<file path="config.mk">
export PLATFORM = sky130hd
export DESIGN_NAME = pipeline_sequencer_flat
export DESIGN_NICKNAME = d
export VERILOG_FILES = /design/src/rtl/pipeline_sequencer_if.sv /design/src/rtl/pipeline_sequencer.sv /design/src/flat_wrapper.sv
export SDC_FILE = /design/constraint.sdc
export NUM_CORES = 1
export LEC_CHECK = 0
export CORE_ASPECT_RATIO = 1.2
export CORE_MARGIN = 3
export CORE_UTILIZATION = 48
export DETAILED_ROUTE_END_ITERATION = 16
export GPL_TIMING_DRIVEN = 0
export PLACE_DENSITY = 0.88
export SLEW_MARGIN = 40
export SYNTH_ARGS = -nofsm -noshare
export SYNTH_HDL_FRONTEND = slang
export SYNTH_SLANG_ARGS = --single-unit
export TNS_END_PERCENT = 20
</file>
<file path="constraint.sdc">
create_clock -name clk -period 2.4 [get_ports clk]
set_input_delay 0.24 -clock clk [delete_from_list [all_inputs] [get_ports clk]]
set_output_delay 0.24 -clock clk [all_outputs]
set_load 0.02 [all_outputs]
</file>
<file path="src/rtl/pipeline_sequencer_if.sv">
// ============================================================================
// Module   : pipeline_sequencer_if
// Purpose  : Hazard/memory status inputs and latch-control outputs of the
//            pipeline stall/flush sequencer.
// Revision : 1.0  initial release
// ============================================================================
`default_nettype none

interface pipeline_sequencer_if #(
    parameter int CNT_W = 16
);
    logic             ihit;
    logic             dmem_req;
    logic             dhit;
    logic             hz_stall;
    logic             hz_flush;
    logic             halt_mem;

    logic             pc_en;
    logic             ifid_en;
    logic             idex_en;
    logic             exmem_en;
    logic             memwb_en;
    logic             ifid_flush;
    logic             idex_flush;
    logic             halt;
    logic             mem_err;
    logic [1:0]       state;
    logic [CNT_W-1:0] stall_cnt;

    // Pipeline/hazard side: supplies status, consumes controls.
    modport master (
        output ihit, dmem_req, dhit, hz_stall, hz_flush, halt_mem,
        input  pc_en, ifid_en, idex_en, exmem_en, memwb_en,
        input  ifid_flush, idex_flush, halt, mem_err, state, stall_cnt
    );

    // Sequencer side.
    modport slave (
        input  ihit, dmem_req, dhit, hz_stall, hz_flush, halt_mem,
        output pc_en, ifid_en, idex_en, exmem_en, memwb_en,
        output ifid_flush, idex_flush, halt, mem_err, state, stall_cnt
    );
endinterface

`default_nettype wire

</file>
<file path="src/rtl/pipeline_sequencer.sv">
// ============================================================================
// Module   : pipeline_sequencer
// Purpose  : Central stall/flush sequencer for the 5-stage pipeline.
// Revision : 1.0  initial release
// ============================================================================
`default_nettype none

module pipeline_sequencer #(
    parameter int DRAIN_CYCLES = 1,
    parameter int MEM_TIMEOUT  = 64,
    parameter int CNT_W        = 16
) (
    input  wire logic            clk,
    input  wire logic            rst,
    pipeline_sequencer_if.slave  bus
);

    localparam int c_DRAIN_W = $clog2(DRAIN_CYCLES + 1);
    localparam int c_TO_W    = $clog2(MEM_TIMEOUT + 1);

    localparam logic [c_DRAIN_W-1:0] c_DRAIN_LOAD = c_DRAIN_W'(DRAIN_CYCLES - 1);
    localparam logic [c_TO_W-1:0]    c_TO_MAX     = c_TO_W'(MEM_TIMEOUT);
    localparam logic [CNT_W-1:0]     c_CNT_MAX    = {CNT_W{1'b1}};

    typedef enum logic [1:0] {
        S_RUN     = 2'd0,
        S_MEMWAIT = 2'd1,
        S_DRAIN   = 2'd2,
        S_HALTED  = 2'd3
    } state_t;

    state_t               r_state;
    state_t               w_state_nxt;
    logic [c_DRAIN_W-1:0] r_drain;
    logic [c_DRAIN_W-1:0] w_drain_nxt;
    logic [c_TO_W-1:0]    r_to;
    logic [c_TO_W-1:0]    w_to_nxt;
    logic                 r_err;
    logic                 w_err_nxt;
    logic [CNT_W-1:0]     r_stall;
    logic [CNT_W-1:0]     w_stall_nxt;

    logic w_pc_en;
    logic w_ifid_en;
    logic w_idex_en;
    logic w_exmem_en;
    logic w_memwb_en;
    logic w_ifid_flush;
    logic w_idex_flush;

    always_ff @(posedge clk) begin
        if (rst) begin
            r_state <= S_RUN;
            r_drain <= '0;
            r_to    <= '0;
            r_err   <= 1'b0;
            r_stall <= '0;
        end else begin
            r_state <= w_state_nxt;
            r_drain <= w_drain_nxt;
            r_to    <= w_to_nxt;
            r_err   <= w_err_nxt;
            r_stall <= w_stall_nxt;
        end
    end

    always_comb begin
        w_state_nxt  = r_state;
        w_drain_nxt  = r_drain;
        w_to_nxt     = r_to;
        w_err_nxt    = r_err;
        w_stall_nxt  = r_stall;
        w_pc_en      = 1'b0;
        w_ifid_en    = 1'b0;
        w_idex_en    = 1'b0;
        w_exmem_en   = 1'b0;
        w_memwb_en   = 1'b0;
        w_ifid_flush = 1'b0;
        w_idex_flush = 1'b0;

        if (!rst) begin
            case (r_state)
                S_RUN, S_MEMWAIT: begin
                    if (bus.dmem_req && !bus.dhit) begin
                        // Whole pipe freezes; only waits spent inside MEMWAIT count toward the timeout.
                        w_state_nxt = S_MEMWAIT;
                        if (r_state == S_MEMWAIT && r_to != c_TO_MAX) begin
                            w_to_nxt = r_to + c_TO_W'(1);
                            if (w_to_nxt == c_TO_MAX) begin
                                w_err_nxt = 1'b1;
                            end
                        end
                    end else begin
                        w_state_nxt = S_RUN;
                        w_to_nxt    = '0;
                        if (bus.halt_mem) begin
                            w_memwb_en  = 1'b1;
                            w_state_nxt = S_DRAIN;
                            w_drain_nxt = c_DRAIN_LOAD;
                        end else if (bus.hz_flush) begin
                            // Redirect wins over a pending fetch; the abandoned fetch is discarded.
                            w_pc_en      = 1'b1;
                            w_ifid_en    = 1'b1;
                            w_idex_en    = 1'b1;
                            w_exmem_en   = 1'b1;
                            w_memwb_en   = 1'b1;
                            w_ifid_flush = 1'b1;
                            w_idex_flush = 1'b1;
                        end else if (bus.hz_stall) begin
                            w_idex_en    = 1'b1;
                            w_exmem_en   = 1'b1;
                            w_memwb_en   = 1'b1;
                            w_idex_flush = 1'b1;
                        end else if (!bus.ihit) begin
                            w_ifid_en    = 1'b1;
                            w_idex_en    = 1'b1;
                            w_exmem_en   = 1'b1;
                            w_memwb_en   = 1'b1;
                            w_ifid_flush = 1'b1;
                        end else begin
                            w_pc_en    = 1'b1;
                            w_ifid_en  = 1'b1;
                            w_idex_en  = 1'b1;
                            w_exmem_en = 1'b1;
                            w_memwb_en = 1'b1;
                        end
                    end

                    if (!w_pc_en && r_stall != c_CNT_MAX) begin
                        w_stall_nxt = r_stall + CNT_W'(1);
                    end
                end

                S_DRAIN: begin
                    w_memwb_en = 1'b1;
                    if (r_drain == '0) begin
                        w_state_nxt = S_HALTED;
                    end else begin
                        w_drain_nxt = r_drain - c_DRAIN_W'(1);
                    end
                end

                default: begin
                end
            endcase
        end
    end

    assign bus.pc_en      = w_pc_en;
    assign bus.ifid_en    = w_ifid_en;
    assign bus.idex_en    = w_idex_en;
    assign bus.exmem_en   = w_exmem_en;
    assign bus.memwb_en   = w_memwb_en;
    assign bus.ifid_flush = w_ifid_flush;
    assign bus.idex_flush = w_idex_flush;
    assign bus.halt       = (r_state == S_HALTED);
    assign bus.mem_err    = r_err;
    assign bus.state      = r_state;
    assign bus.stall_cnt  = r_stall;

endmodule

`default_nettype wire

</file>
<file path="src/flat_wrapper.sv">
// flat-port wrapper written by rule: the top's interface ports become plain ports
module pipeline_sequencer_flat 
#(
    parameter int DRAIN_CYCLES = 1,
    parameter int MEM_TIMEOUT  = 64,
    parameter int CNT_W        = 16
)
  (clk, rst, bus_ihit, bus_dmem_req, bus_dhit, bus_hz_stall, bus_hz_flush, bus_halt_mem, bus_pc_en, bus_ifid_en, bus_idex_en, bus_exmem_en, bus_memwb_en, bus_ifid_flush, bus_idex_flush, bus_halt, bus_mem_err, bus_state, bus_stall_cnt);
  pipeline_sequencer_if #(.CNT_W(CNT_W)) bus_i ();
  input  wire logic clk;
  input  wire logic rst;
  input wire logic [$bits(bus_i.ihit)-1:0] bus_ihit;
  input wire logic [$bits(bus_i.dmem_req)-1:0] bus_dmem_req;
  input wire logic [$bits(bus_i.dhit)-1:0] bus_dhit;
  input wire logic [$bits(bus_i.hz_stall)-1:0] bus_hz_stall;
  input wire logic [$bits(bus_i.hz_flush)-1:0] bus_hz_flush;
  input wire logic [$bits(bus_i.halt_mem)-1:0] bus_halt_mem;
  output wire logic [$bits(bus_i.pc_en)-1:0] bus_pc_en;
  output wire logic [$bits(bus_i.ifid_en)-1:0] bus_ifid_en;
  output wire logic [$bits(bus_i.idex_en)-1:0] bus_idex_en;
  output wire logic [$bits(bus_i.exmem_en)-1:0] bus_exmem_en;
  output wire logic [$bits(bus_i.memwb_en)-1:0] bus_memwb_en;
  output wire logic [$bits(bus_i.ifid_flush)-1:0] bus_ifid_flush;
  output wire logic [$bits(bus_i.idex_flush)-1:0] bus_idex_flush;
  output wire logic [$bits(bus_i.halt)-1:0] bus_halt;
  output wire logic [$bits(bus_i.mem_err)-1:0] bus_mem_err;
  output wire logic [$bits(bus_i.state)-1:0] bus_state;
  output wire logic [$bits(bus_i.stall_cnt)-1:0] bus_stall_cnt;
  assign bus_i.ihit = bus_ihit;
  assign bus_i.dmem_req = bus_dmem_req;
  assign bus_i.dhit = bus_dhit;
  assign bus_i.hz_stall = bus_hz_stall;
  assign bus_i.hz_flush = bus_hz_flush;
  assign bus_i.halt_mem = bus_halt_mem;
  assign bus_pc_en = bus_i.pc_en;
  assign bus_ifid_en = bus_i.ifid_en;
  assign bus_idex_en = bus_i.idex_en;
  assign bus_exmem_en = bus_i.exmem_en;
  assign bus_memwb_en = bus_i.memwb_en;
  assign bus_ifid_flush = bus_i.ifid_flush;
  assign bus_idex_flush = bus_i.idex_flush;
  assign bus_halt = bus_i.halt;
  assign bus_mem_err = bus_i.mem_err;
  assign bus_state = bus_i.state;
  assign bus_stall_cnt = bus_i.stall_cnt;
  pipeline_sequencer #(.DRAIN_CYCLES(DRAIN_CYCLES), .MEM_TIMEOUT(MEM_TIMEOUT), .CNT_W(CNT_W)) u_core (.clk(clk), .rst(rst), .bus(bus_i));
endmodule
</file>
==> run_results.csv, run 1 <==
group,metric,value,unit
outcome,status,"completed",
synth,synth_top_area_share,36.8,%
final_layout,area_growth_syn_to_layout,30.7,%
run,drv_cap,0,
routing,via_per_inst,6.12,
setup_path,ff2ff_setup_slack,0.12,ns
timing,hold_slack,0.508,ns
final_layout,final_nets,221,
die,start_util,52.8,%
global_route,grt_usage,20.4,%
power_and_ir_drop,switching_power,214,uW
setup_path,critPathLaunchType,"flop",
setup_path,crit_type,"reg -> out",
placement,place.gp.congestion,0.795,
timing,worst_pin_slew,0.567,ns
synth,yosys.area_share.simple,27.6,%
clocking,clk_latency,0.32,ns
timing,maxSlewHeadroom,62.0,%
power_and_ir_drop,power_density,436,nW/um^2
synth,synth_enable_flop_cells,0,
routing,routedWlPerCell,15.3,um
final_layout,nFillCells,214,
worst_hold_path,worstHoldStart,"u_core.bus.stall_cnt[15]$_SDFFE_PP0P_",
final_layout,final_util,69.0,%
synth,syn_nets,182,
synth,synth_fa_ha_area_share,3.54,%
die,die_w,55.5,um
final_layout,drive_gt1_share,7.69,%
power_and_ir_drop,ir_worst_vdd,0.389,mV
clocking,root_buffer,"clkbuf_4",
synth,synth_compound_area_share,23.5,%
setup_path,crit_required,2.16,ns
setup_path,critPathSlowestCell,"clkdlybuf4s50_1",
timing,period_share,96.1,%
final_layout,fin_cells,241,
power_and_ir_drop,p_comb_share,15.7,%
routing,dr.pass1.iters,4,
power_and_ir_drop,switching_share,26.5,%
timing,finalHoldViolCount,0,
worst_hold_path,min_path_type,"reg -> reg",
setup_path,reg2reg_from,"u_core.bus.stall_cnt[0]$_SDFFE_PP0P_",
setup_path,critical_path.top_delay_family,"buffers and inverters",
synth,muxShareOfSynthArea,1.50,%
synth,syn_area_per_cell,8.32,sq um
worst_hold_path,hold_path_depth,2,
power_and_ir_drop,finalPower,806,uW
synth,synthCells,170,
setup_path,cp_num_buf_inv,2,
routing,drc,0,
placement,dpl.hpwl,2.80,mm
setup_path,path_cells,"clkbuf_1 -> nor4_4 -> a21boi_2 -> clkdlybuf4s50_1",
synth,synthDistinctLibCells,45,
routing,routed_wl,3.68,mm
placement,port_buffers,34,
synth,synthXorXnorAreaFrac,1.86,%
global_route,grt_pass1_wl,6.13,mm
routing,dr_total_vias,1475,
synth,async_flop_share,0,%
synth,ys.flop_type,"dfxtp_1",
placement,dp_cells,237,
clocking,cts_buffer_depth,2,
routing,drt_iter0_markers,49,
global_route,grt_overflow_total,0,
clocking,cts_setup_buffers,0,
synth,ys_warn_count,0,
timing,final_max_slew_viol_count,0,
die,core,2680,sq um
die,die_y,65.5,um
setup_path,reg2regPathDepth,7,
setup_path,reg2reg_to,"u_core.bus.stall_cnt[14]$_SDFFE_PP0P_",
global_route,grt_max_degree,15,
power_and_ir_drop,intPower,592,uW
power_and_ir_drop,seq_power_share,55.9,%
synth,synth_top_family_by_area,"simple AND/OR/NAND/NOR gates",
die,rows,20,
global_route,grt_antenna_before_repair,0,
die,io_pins,35,
setup_path,crit_fanout,10,
clocking,path_clk_slew,0.15,ns
clocking,cts_max_level,1,
clocking,numCtsBuffers,3,
timing,fin_crit,2.31,ns
power_and_ir_drop,power_frac_clock,28.4,%
synth,syn-cell-area,1410,sq um
synth,synthTopCellsByArea,"dfxtp_1 37%, a21oi_1 6.7%, nor2_1 3.7%",
worst_hold_path,hold_path_end,"u_core.bus.stall_cnt[15]$_SDFFE_PP0P_",
clocking,cts.sinks,26,
timing,fin_skew,0.00742,ns
timing,rsz0062_at_grt,"no",
synth,synth_top_area_cell,"dfxtp_1",
synth,ys_seq_elements,26,
synth,ys_seq_area_share,36.8,%
setup_path,arrival,2.07,ns
die,fp.dieArea,3640,sq um
power_and_ir_drop,leakage,0.597,nW
clocking,cts_tree,"done",
timing,tns,0,ns
timing,clock.fmax,433,MHz
setup_path,end_kind,"output pin",
routing,ant_nets,0,
timing,setup_viol,0,
global_route,grt_pass1_vias,1406,
final_layout,diodes,0,
setup_path,max_stage_delay,0.63,ns
[repair_timing]
| item | CTS | global route |
|---|---|---|
| endpoints found under the setup margin | 3 | 0 |
| gates resized for setup | 3 | 0 |
| hold buffers | 0 | 0 |
[layout make-up]
type | count | area [sq um] | share of cell area (%)
Buffer | 10 | 50.0 | 2.71
Tap cell | 33 | 41.3 | 2.23
Clock buffer | 4 | 36.3 | 1.96
Sequential cell | 26 | 520 | 28.2
Multi-Input combinational cell | 128 | 840 | 45.4
Inverter | 6 | 22.5 | 1.22
Timing Repair Buffer | 34 | 338 | 18.3
[cells by family after synthesis]
group,Yosys count
flops,26
buf+inv,16
mux,2
xor+xnor,3
compound gates,50
fa+ha+maj,4
simple gates,69
[Yosys cell counts, types with 2 or more instances]
cell type,count
a211oi_1,3
a21boi_0,2
a21oi_1,19
a311oi_1,4
a41oi_1,2
and2_1,2
and3_1,3
buf_1,2
clkbuf_1,5
dfxtp_1,26
ha_1,4
inv_1,6
nand2_1,11
nand2b_1,6
nand3_1,7
nor2_1,14
nor3_1,2
nor4_1,2
o21a_1,2
o21ai_0,6
o31ai_1,7
or3_1,6
or4_1,6
xnor2_1,2
[placed cells by master, fill, tap and decap left out, types with 2 or more instances in the layout]
cell type	n
inv_1	6
nand2_1	11
o31ai_1	7
clkbuf_4	3
dfxtp_1	26
nor2_1	14
and3_1	3
xnor2_1	2
clkbuf_1	5
nand2b_1	6
and2_1	2
or3_1	6
buf_1	2
nor3_1	2
a41oi_1	2
a21oi_1	19
a311oi_1	4
o21a_1	2
dlygate4sd2_1	2
nand3_1	7
a211oi_1	3
or4_1	6
ha_1	4
o21ai_0	6
clkdlybuf4s50_1	32
[registers in the layout (all words and copies together) (netlist names)]
name                  flops
u_core.bus.state          2
u_core.r_to               7
u_core.bus.mem_err        1
u_core.bus.stall_cnt     16
[per-layer routing]
metal | vias up | GRT usage (%) | wire length (um) | share of wire, %
met1 | 700 | 23.8 | 1440 | 39
met5 | - | 0 | 0 | 0
met3 | 11 | 2.95 | 210 | 5.7
li1 | 705 | - | - | -
met2 | 59 | 36.8 | 1960 | 53
met4 | 0 | 9.12 | 76 | 2.1
[tightest hold or removal path: cells and delay by family, from the launching register on]
| family | cells | cell delay, ns |
|---|---|---|
| AO/OA/AOI/OAI | 2 | 0.13 |
| flip-flops | 1 | 0.36 |
[through the flow]
| step | setup WS, ns | cell area [sq um] |
|---|---|---|
| after detailed placement | -0.0968 | 1810 |
| after CTS | 0.0911 | 1850 |
| after global placement | -0.0486 | 1810 |
| final | 0.0926 | 1850 |
| after global routing | 0.00635 | 1850 |
| after floorplan | 0.119 | 1430 |
[how the worst max path moves through the flow]
| stage | startpoint | to | slack (ns) | depth (start not counted) |
|---|---|---|---|---|
| after global placement | bus_dmem_req | u_core.bus.stall_cnt[11]$_SDFFE_PP0P_ | -0.05 | 7 |
| after floorplan | u_core.bus.state[1]$_SDFFE_PP0P_ | bus_ifid_flush | 0.12 | 4 |
| after global routing | u_core.bus.state[1]$_SDFFE_PP0P_ | bus_ifid_en | 0.006 | 4 |
| after CTS | bus_dhit | bus_ifid_en | 0.09 | 5 |
| after detailed placement | bus_dmem_req | u_core.bus.stall_cnt[11]$_SDFFE_PP0P_ | -0.1 | 7 |
| final | u_core.bus.state[1]$_SDFFE_PP0P_ | bus_ifid_en | 0.09 | 4 |
[power by group through the flow]
stage | Sequential (mW) | Combinational (mW) | Clock [mW]
after global placement | 0.459 | 0.123 | 0
after detailed placement | 0.460 | 0.126 | 0
after CTS | 0.451 | 0.126 | 0.227
final | 0.450 | 0.127 | 0.229
after global routing | 0.452 | 0.136 | 0.251
after floorplan | 0.469 | 0.0592 | 0
Power figures use the tool's default switching activity.
==> inputs of run 2 (changes only) <==
- CORE_UTILIZATION: 48 -> 60
- DONT_BUFFER_PORTS: default -> 1
- PLACE_DENSITY: 0.88 -> 0.86
==> run_results.csv, run 2 (same netlist as run 1, synthesis figures left out) <==
group,metric,value,unit
setup_path,crit_required,2.16,ns
clocking,numCtsBuffers,3,
die,core,2140,sq um
global_route,grt_pass1_wl,5.20,mm
final_layout,final_nets,187,
routing,ant_nets,0,
routing,drc,0,
timing,fin_crit,2.36,ns
power_and_ir_drop,ir_worst_vdd,0.334,mV
timing,hold_slack,0.0416,ns
worst_hold_path,hold_path_depth,2,
placement,place.gp.congestion,0.804,
global_route,grt_overflow_total,0,
routing,drt_iter0_markers,47,
final_layout,final_util,71.8,%
setup_path,crit_path_start,"u_core.bus.state[1]$_SDFFE_PP0P_",
timing,rsz0062_at_grt,"yes",
routing,routedWlPerCell,15.8,um
global_route,grt_antenna_before_repair,0,
timing,setup_ws,0.0358,ns
die,fp.dieArea,2980,sq um
final_layout,area_growth_syn_to_layout,8.67,%
timing,period_share,98.5,%
setup_path,crit_fanout,10,
placement,port_buffers,0,
timing,setup_viol,0,
clocking,cts.sinks,26,
die,die_y,59.2,um
final_layout,layout_common_cells,"24 x dfxtp_1, 19 x a21oi_1, 14 x nor2_1",
global_route,grt_pass1_vias,1211,
worst_hold_path,min_path_type,"in -> reg",
global_route,grt_usage,22.2,%
final_layout,drive_gt1_share,12.6,%
die,io_pins,35,
outcome,status,"completed",
power_and_ir_drop,finalPower,766,uW
setup_path,reg2reg_from,"u_core.bus.stall_cnt[0]$_SDFFE_PP0P_",
final_layout,diodes,0,
final_layout,nFillCells,160,
power_and_ir_drop,power_density,499,nW/um^2
placement,dp_cells,200,
routing,dr_total_vias,1306,
clocking,ctsHoldBuffers,0,
worst_hold_path,worstHoldStart,"bus_halt_mem",
timing,fin_skew,0.0154,ns
routing,via_per_inst,6.40,
timing,final_max_slew_viol_count,0,
die,rows,18,
timing,clock.fmax,423,MHz
clocking,cts_buffer_depth,2,
clocking,path_clk_slew,0.15,ns
routing,routed_wl,3.23,mm
timing,finalHoldViolCount,0,
global_route,grt_max_degree,15,
final_layout,fin_cells,204,
setup_path,crit_type,"reg -> out",
placement,dpl_worst_slack,-0.0847,ns
setup_path,end_kind,"output pin",
placement,dpl.hpwl,2.37,mm
timing,maxSlewHeadroom,58.2,%
setup_path,critPathLaunchType,"flop",
clocking,cts_tree,"done",
clocking,clk_latency,0.33,ns
setup_path,arrival,2.12,ns
setup_path,reg2regPathDepth,7,
clocking,root_buffer,"clkbuf_4",
timing,worst_pin_slew,0.622,ns
final_layout,largest_reg_flops,16,
power_and_ir_drop,leakage,0.477,nW
die,die_w,50.3,um
final_layout,mostFrequentLayoutCell,"dfxtp_1",
run,drv_cap,0,
die,start_util,66.1,%
clocking,cts_max_level,1,
routing,dr.pass1.iters,5,
-- run 2: cell count changes in the layout (fill, tap and decap cells not counted), sizes merged --
cell / previous run / this run
dlygate4sd2: 2 / 0
clkdlybuf4s50: 32 / 0
-- run 2: stage by stage --
| step | TNS (ns) | instance area [sq um] |
|---|---|---|
| 2_1_floorplan | 0 | 1430 |
| 5_1_grt | -0.0601 | 1540 |
| 6_report | 0 | 1540 |
| 4_1_cts | 0 | 1530 |
| 3_5_place_dp | -0.0847 | 1470 |
| 3_3_place_gp | -0.0296 | 1470 |
-- run 2: path summary, 6_finish.rpt --
path / slack [ns] / endpoint
worst max-delay path: 0.04 / bus_ifid_flush
worst min-delay path: 0.04 / u_core.bus.state[1]$_SDFFE_PP0P_
worst max register to register: 0.18 / u_core.bus.stall_cnt[14]$_SDFFE_PP0P_
worst min register to register: 0.53 / u_core.r_to[6]$_SDFFE_PP0P_
-- run 2: area by class of cell --
class / instances / area, sq um / share of cell area, %
plain buffers: 10 / 52.6 / 3.42
clock buffers: 4 / 36.3 / 2.36
inverters: 6 / 22.5 / 1.47
multi-input cells: 128 / 865 / 56.3
flip-flops and latches: 26 / 523 / 34.0
well taps: 30 / 37.5 / 2.44
-- run 2: per-layer routing --
layer,vias up,wire (um),part of all wire [%],track usage (%)
met3,4,190,5.9,4.03
met2,43,1700,53,42.9
met1,623,1300,40,23.7
li1,636,-,-,-
met5,-,0,0,0
met4,0,34,1.1,8.08
-- run 2: what timing repair did --
| action | in CTS | in global routing |
|---|---|---|
| endpoints found under the setup margin | 2 | 9 |
| setup buffers | 0 | 0 |
| resized for setup | 5 | 5 |
| pin swaps | 1 | 0 |
-- run 2: worst max-delay path, stage by stage, from the launching register on --
cell and delay [ns]:
dfxtp_1 0.42, clkbuf_2 0.23, nor4_4 0.48, a21boi_4 0.36, a21boi_4 0.29
-- run 2: power breakdown --
part | internal, mW | switching (mW) | total (mW)
clock | 0.0929 | 0.136 | 0.229
combinational | 0.0274 | 0.0464 | 0.0738
sequential | 0.442 | 0.0217 | 0.464
==> inputs of run 3 (changes only) <==
--- a/config.mk
+++ b/config.mk
@@ -10,2 +10,3 @@
 export CORE_UTILIZATION = 60
+export CTS_CLUSTER_DIAMETER = 200
 export DETAILED_ROUTE_END_ITERATION = 16
==> constraint.sdc (replaced) <==
create_clock -name clk -period 2.4 [get_ports clk]
set_input_delay 0.48 -clock clk [delete_from_list [all_inputs] [get_ports clk]]
set_output_delay 0.48 -clock clk [all_outputs]
set_load 0.02 [all_outputs]
==> run_results.csv, run 3 (same netlist as run 1, synthesis figures left out) <==
group,metric,value,unit
final_layout,diodes,0,
die,start_util,66.1,%
timing,finalHoldViolCount,0,
timing,hold_slack,0.300,ns
placement,place.gp.congestion,0.760,
clocking,ctsHoldBuffers,0,
final_layout,largest_reg_flops,16,
routing,via_per_inst,6.45,
timing,clock.fmax,406,MHz
clocking,path_clk_slew,0.14,ns
routing,dr_total_vias,1315,
final_layout,layout_common_cells,"23 x dfxtp_1, 19 x a21oi_1, 14 x nor2_1",
setup_path,critPathLaunchType,"flop",
global_route,grt_pass1_vias,1285,
clocking,cts_tree,"done",
setup_path,crit_path_start,"u_core.bus.state[1]$_SDFFE_PP0P_",
run,drv_cap,0,
final_layout,nFillCells,166,
global_route,grt_usage,24.1,%
global_route,grt_max_degree,14,
setup_path,cp_num_buf_inv,1,
timing,setup_ws,-0.0632,ns
setup_path,crit_fanout,4,
final_layout,final_nets,188,
final_layout,design_area,1560,sq um
die,die_y,59.2,um
die,core,2140,sq um
timing,worst_pin_slew,0.621,ns
timing,final_max_slew_viol_count,0,
setup_path,reg2regPathDepth,7,
die,rows,18,
timing,rsz0062_at_grt,"yes",
setup_path,critPathMostFrequentCell,"a21boi_4",
placement,postPlaceCellArea,1470,sq um
worst_hold_path,hold_path_depth,2,
final_layout,area_growth_syn_to_layout,10.1,%
outcome,failed_checks,"setup timing",
placement,dpl.hpwl,2.37,mm
setup_path,path_cells,"clkbuf_16 -> nor4_4 -> a21boi_4 -> a21boi_4",
final_layout,final_util,72.7,%
routing,ant_nets,0,
clocking,numCtsBuffers,3,
clocking,root_buffer,"clkbuf_4",
die,die_w,50.3,um
power_and_ir_drop,ir_worst_vdd,0.390,mV
die,fp.dieArea,2980,sq um
global_route,grt_overflow_total,0,
setup_path,end_kind,"output pin",
clocking,cts_max_level,1,
final_layout,mostFrequentLayoutCell,"dfxtp_1",
timing,fin_crit,2.46,ns
routing,dr.pass1.iters,4,
placement,port_buffers,0,
setup_path,critical_path.top_delay_family,"compound AO/OA/AOI/OAI gates",
routing,routed_wl,3.41,mm
timing,maxSlewHeadroom,58.3,%
power_and_ir_drop,leakage,0.482,nW
routing,routedWlPerCell,16.7,um
worst_hold_path,hold_path_end,"u_core.bus.state[1]$_SDFFE_PP0P_",
setup_path,critPathSlowestCell,"nor4_4",
timing,tns,-0.0859,ns
routing,drt_iter0_markers,46,
setup_path,ff2ff_setup_slack,0.14,ns
global_route,grt_antenna_before_repair,0,
timing,period_share,103,%
routing,drc,0,
setup_path,crit_type,"reg -> out",
global_route,grt_pass1_wl,5.56,mm
timing,setup_viol,2,
final_layout,drive_gt1_share,13.2,%
die,io_pins,35,
setup_path,arrival,1.98,ns
worst_hold_path,min_path_type,"in -> reg",
setup_path,reg2reg_to,"u_core.bus.stall_cnt[14]$_SDFFE_PP0P_",
setup_path,crit_required,1.92,ns
outcome,status,"finished, violations left",
worst_hold_path,worstHoldStart,"bus_halt_mem",
setup_path,max_stage_delay,0.44,ns
timing,fin_skew,0.00631,ns
clocking,clk_latency,0.32,ns
setup_path,reg2reg_from,"u_core.bus.stall_cnt[1]$_SDFFE_PP0P_",
clocking,cts_buffer_depth,2,
power_and_ir_drop,power_density,469,nW/um^2
clocking,cts.sinks,26,
==> run 3: cell count changes in the layout (fill, tap and decap cells not counted), sizes merged <==
| cell | previous run | this run |
|---|---|---|
| buf | 5 | 6 |
| clkbuf | 9 | 8 |
==> run 3: worst max-delay path by stage <==
stage / to / depth (start not counted)
6_report: bus_ifid_flush / 4
5_1_grt: bus_ifid_flush / 4
4_1_cts: bus_ifid_flush / 4
3_5_place_dp: bus_ifid_flush / 4
3_3_place_gp: bus_ifid_flush / 4
2_1_floorplan: bus_ifid_flush / 4
==> run 3: what timing repair did <==
item	in CTS	in global routing
buffers inserted	1	0
pin swaps	1	0
endpoints found under the setup margin	3	6
resized for setup	10	4
==> run 3: area by class of cell <==
class                           instances  area (sq um)  share of cell area (%)
Clock buffer                            3          22.5                    1.45
Sequential cell                        26           529                    34.0
Buffer                                 10          71.3                    4.58
Timing Repair Buffer                    1          7.51                   0.482
Multi-Input combinational cell        128           866                    55.6
Tap cell                               30          37.5                    2.41
Inverter                                6          22.5                    1.45
==> run 3: report_power, final <==
| group | internal, mW | switching (mW) | leakage (nW) | total [mW] |
|---|---|---|---|---|
| logic | 0.0338 | 0.0484 | 0.256 | 0.0822 |
| clock network | 0.0588 | 0.124 | 0.0138 | 0.183 |
| registers | 0.442 | 0.0219 | 0.212 | 0.464 |
| total | 0.535 | 0.194 | 0.482 | 0.729 |
==> run 3: metrics by stage <==
step	cells	power [mW]	setup WS, ns
4_1_cts	204	0.725	-0.0536
2_1_floorplan	170	0.528	0.0167
6_report	204	0.729	-0.0632
5_1_grt	204	0.751	-0.108
3_5_place_dp	200	0.543	-0.160
3_3_place_gp	200	0.539	-0.118
==> run 3: routing by layer <==
| layer | global-route usage (%) | share of wire (%) | up-vias |
|---|---|---|---|
| li1 | - | - | 639 |
| met3 | 4.28 | 4.7 | 5 |
| met4 | 11.9 | 1.2 | 0 |
| met1 | 25.2 | 41 | 636 |
| met2 | 45.7 | 53 | 35 |
| met5 | 0 | 0 | - |
==> patch 1 (flow settings as in run 1) <==
`MEM_TIMEOUT` is set to 64 in 2 places; all go to 32.
--- a/src/rtl/pipeline_sequencer.sv
+++ b/src/rtl/pipeline_sequencer.sv
@@ -7,7 +7,7 @@
 
 module pipeline_sequencer #(
     parameter int DRAIN_CYCLES = 1,
-    parameter int MEM_TIMEOUT  = 64,
+    parameter int MEM_TIMEOUT  = 32,
     parameter int CNT_W        = 16
 ) (
     input  wire logic            clk,
--- a/src/flat_wrapper.sv
+++ b/src/flat_wrapper.sv
@@ -2,7 +2,7 @@
 module pipeline_sequencer_flat 
 #(
     parameter int DRAIN_CYCLES = 1,
-    parameter int MEM_TIMEOUT  = 64,
+    parameter int MEM_TIMEOUT  = 32,
     parameter int CNT_W        = 16
 )
   (clk, rst, bus_ihit, bus_dmem_req, bus_dhit, bus_hz_stall, bus_hz_flush, bus_halt_mem, bus_pc_en, bus_ifid_en, bus_idex_en, bus_exmem_en, bus_memwb_en, bus_ifid_flush, bus_idex_flush, bus_halt, bus_mem_err, bus_state, bus_stall_cnt);
Behaviour: same outputs for any inputs over 10 cycles, from zero or initial values and one cycle with rst high; that may be too few to reach the edited logic, so the function may still have changed.
==> patch 1 against run 1 <==
Cell count stayed put; setup slack improved by 8.5 ps; first-iteration DRC count grew 4.1%; fmax up 0.37%; wire length down 6.0%; power is 3.2% lower; design area rose by 8.4%; register-to-register slack improved by 360 ps; sequential share of layout area fell by 3.2 points; sequential cell count shrank 1; critical path type unchanged; synthesized area up 12%.
==> patch 1: results (changes against run 1) <==
metric,value,unit,change
portBuffers,33,,-2.9%
finalClockSkew,4.80,ps,-2.61 ps
outcome,"finished, final reports clean",,
fin_nets,218,,-1.4%
nFillCells,267,,+25%
synthAdderAreaFrac,0.0317,,-0.00368
synth.distinct_cells,46,,+2.2%
wl,3460,µm,-6.0%
synthXorXnorAreaFrac,0.0777,,+0.0591
regArea,500,µm²,-3.8%
timing.rr.end,u_core.bus.stall_cnt[5],,
synth.area.mux_share,0.0127,,-0.00236
gp_congestion,0.837,,+5.2%
grt_max_degree,14,,-1
syn_area_per_cell,9.45,µm²,+14%
post_cts_buffers,1,,+1
cts_resized,5,,+2
grt_pass1_vias,1250,,-11%
track_usage,0.188,,-0.0163
final-nonclk-buf-share,0.204,,-0.00564
cts_sinks,25,,-3.8%
placed_area,1960,µm²,+8.2%
ir_drop,0.000302,V,-22%
final_core_util,0.644,,-0.0462
dieWidth,58.3,µm,+5.0%
p_leak,0.684,nW,+14%
grt_pass1_wl,5850,µm,-4.6%
n_all_buffers,43,,-2.3%
worstHoldEndpoint,u_core.r_to[5],,
syn_nets,179,,-1.6%
holdWs,345,ps,-162 ps
rr_startpoint,u_core.bus.stall_cnt[1],,
synth.area.top_cells,"dfxtp_1, nor4_4, xnor2_1",,
relSlewSlack,0.637,,+0.0169
clkCellAreaFrac,0.0131,,-0.00652
synth_compound_area_frac,0.107,,-0.128
regToRegSetupSlack,480,ps,+360 ps
hpwl,2620,µm,-6.4%
-- patch 1: where the power goes --
part / switching (mW) / internal (mW)
logic: 0.0821 / 0.0668
clock network: 0.126 / 0.0650
registers: 0.0161 / 0.424
total: 0.224 / 0.556
-- patch 1: critical path, cell delays in order (launching register included) --
cell,delay [ps]
dfxtp_1,350
buf_4,200
nor4_4,410
buf_4,180
clkdlybuf4s50_1,600
-- patch 1: worst max path at each step --
stage	slack (ps)	from	end	cells after the start
after CTS	90	u_core.bus.state[1]	bus_pc_en	4
final	100	u_core.bus.state[1]	bus_exmem_en	4
after global placement	-7	bus_dmem_req	bus_ifid_en	5
after detailed placement	-30	bus_dmem_req	bus_ifid_en	5
after global routing	10	u_core.bus.state[1]	bus_pc_en	4
after floorplan	240	u_core.bus.state[1]	bus_ifid_en	3
-- patch 1: metal layers --
metal	part of all wire	global-route usage	vias up
met5	0	0	-
met3	0.025	0.0242	4
met2	0.52	0.335	22
met4	0.015	0.0725	0
met1	0.44	0.228	660
li1	-	-	675
==> patch 2 (flow settings as in run 1) <==
Made on the original files. Reset style: asynchronous (`rst`), changed in one clocked block.
--- a/src/rtl/pipeline_sequencer.sv
+++ b/src/rtl/pipeline_sequencer.sv
@@ -48,7 +48,7 @@
     logic w_ifid_flush;
     logic w_idex_flush;
 
-    always_ff @(posedge clk) begin
+    always_ff @(posedge clk or posedge rst) begin
         if (rst) begin
             r_state <= S_RUN;
             r_drain <= '0;
Behaviour: differs if rst is asserted again (counterexample within 4 cycles, from zero or initial values and one cycle with rst high); with rst held inactive, the same outputs for 10 cycles.
==> patch 2 against run 1 <==
Core utilization fell by 2.6 points; fmax fell by 1.5%; design area rose by 3.0%; power rose by 24%; clock skew rose by 1.5 ps; sequential cell count did not move; wire length fell by 4.3%; synthesized area rose by 4.8%; setup slack got worse by 34 ps; largest cell class unchanged.
==> patch 2: results (changes against run 1) <==
metric,value,unit,change
p_leak,0.797,nW,+33%
cp_slowest_cell,dfrtp_2,,
timing.rr.end,u_core.bus.stall_cnt[1],,
syn_nets,159,,-13%
synthAdderAreaFrac,0.0338,,-0.00161
hp-class,in -> async,,
gp_congestion,0.855,,+7.5%
drtIter0Drc,41,,-16%
powerClk,0.306,mW,+34%
cpPeakStageDelay,470,ps,-160 ps
cp_top_family,simple AND/OR/NAND/NOR gates,,
hpwl,2760,µm,-1.1%
synthTopCellsByCount,"dfrtp_1, nand2_1, nand3_1, xnor2_1, nor2_1",,
holdWs,383,ps,-124 ps
worstMarginPinSlew,564,ps,-2.94 ps
ir_drop,0.000361,V,-7.2%
rr_startpoint,u_core.bus.stall_cnt[0],,
grt_pass1_wl,5920,µm,-3.5%
ys_seq_area_frac,0.439,,+0.0710
track_usage,0.200,,-0.00450
dr.pass1.iters,4,,unchanged
synth.area.top_cells,"dfrtp_1, xnor2_1, ha_1",,
crit_start,u_core.bus.state[1],,
synth_compound_area_frac,0.138,,-0.0977
grt_max_degree,29,,+14
crit_arrival,2100,ps,+30 ps
outcome,"finished, final reports clean",,
synth.area.mux_share,0.0304,,+0.0154
pg_comb,0.173,mW,+36%
cp-endpoint,bus_ifid_flush,,
regToRegSetupSlack,530,ps,+410 ps
drive_above_1_share,0.162,,+0.0852
cts_resized,8,,+5
ys.flop_type,dfrtp_1,,
p_sw_frac,0.277,,+0.0117
rr_worst_depth,5,,-2
viasPerCell,5.81,,-5.0%
ys_async_sr_fraction,1.00,,+1.00
portBuffers,34,,unchanged
path_max_fanout,7,,-3
finalClockSkew,8.95,ps,+1.53 ps
fin_nets,198,,-10%
synthXorXnorAreaFrac,0.0709,,+0.0524
path_clk_slew,150,ps,about the same
grt_pass1_vias,1281,,-8.9%
p_int,0.720,mW,+22%
nFillCells,230,,+7.5%
patch 2: area by class of cell:
| cell class | instances | area [µm²] | area share |
|---|---|---|---|
| clock buffer | 3 | 22.5 | 0.0118 |
| tap | 34 | 42.5 | 0.0224 |
| clock inverter | 1 | 30.0 | 0.0158 |
| buffer | 2 | 18.8 | 0.00986 |
| sequential | 26 | 652 | 0.343 |
| multi-input combinational | 113 | 790 | 0.415 |
| inverter | 6 | 22.5 | 0.0118 |
| timing repair buffer | 34 | 325 | 0.171 |
patch 2: metrics by stage:
step	instances	area (µm²)	util	worst slack, ps
after detailed placement	215	1860	0.651	-221
after CTS	219	1910	0.668	7.76
after global routing	219	1900	0.664	-35.9
final	219	1900	0.664	58.6
after floorplan	147	1480	-	496
after global placement	215	1860	0.651	-148
patch 2: per-layer routing:
layer  up-vias  GRT usage  routed length (µm)
met5         -          0                   0
met3         6     0.0174                 108
met1       627      0.226                1350
met2        30      0.387                2010
met4         0     0.0682                  57
li1        610          -                   -
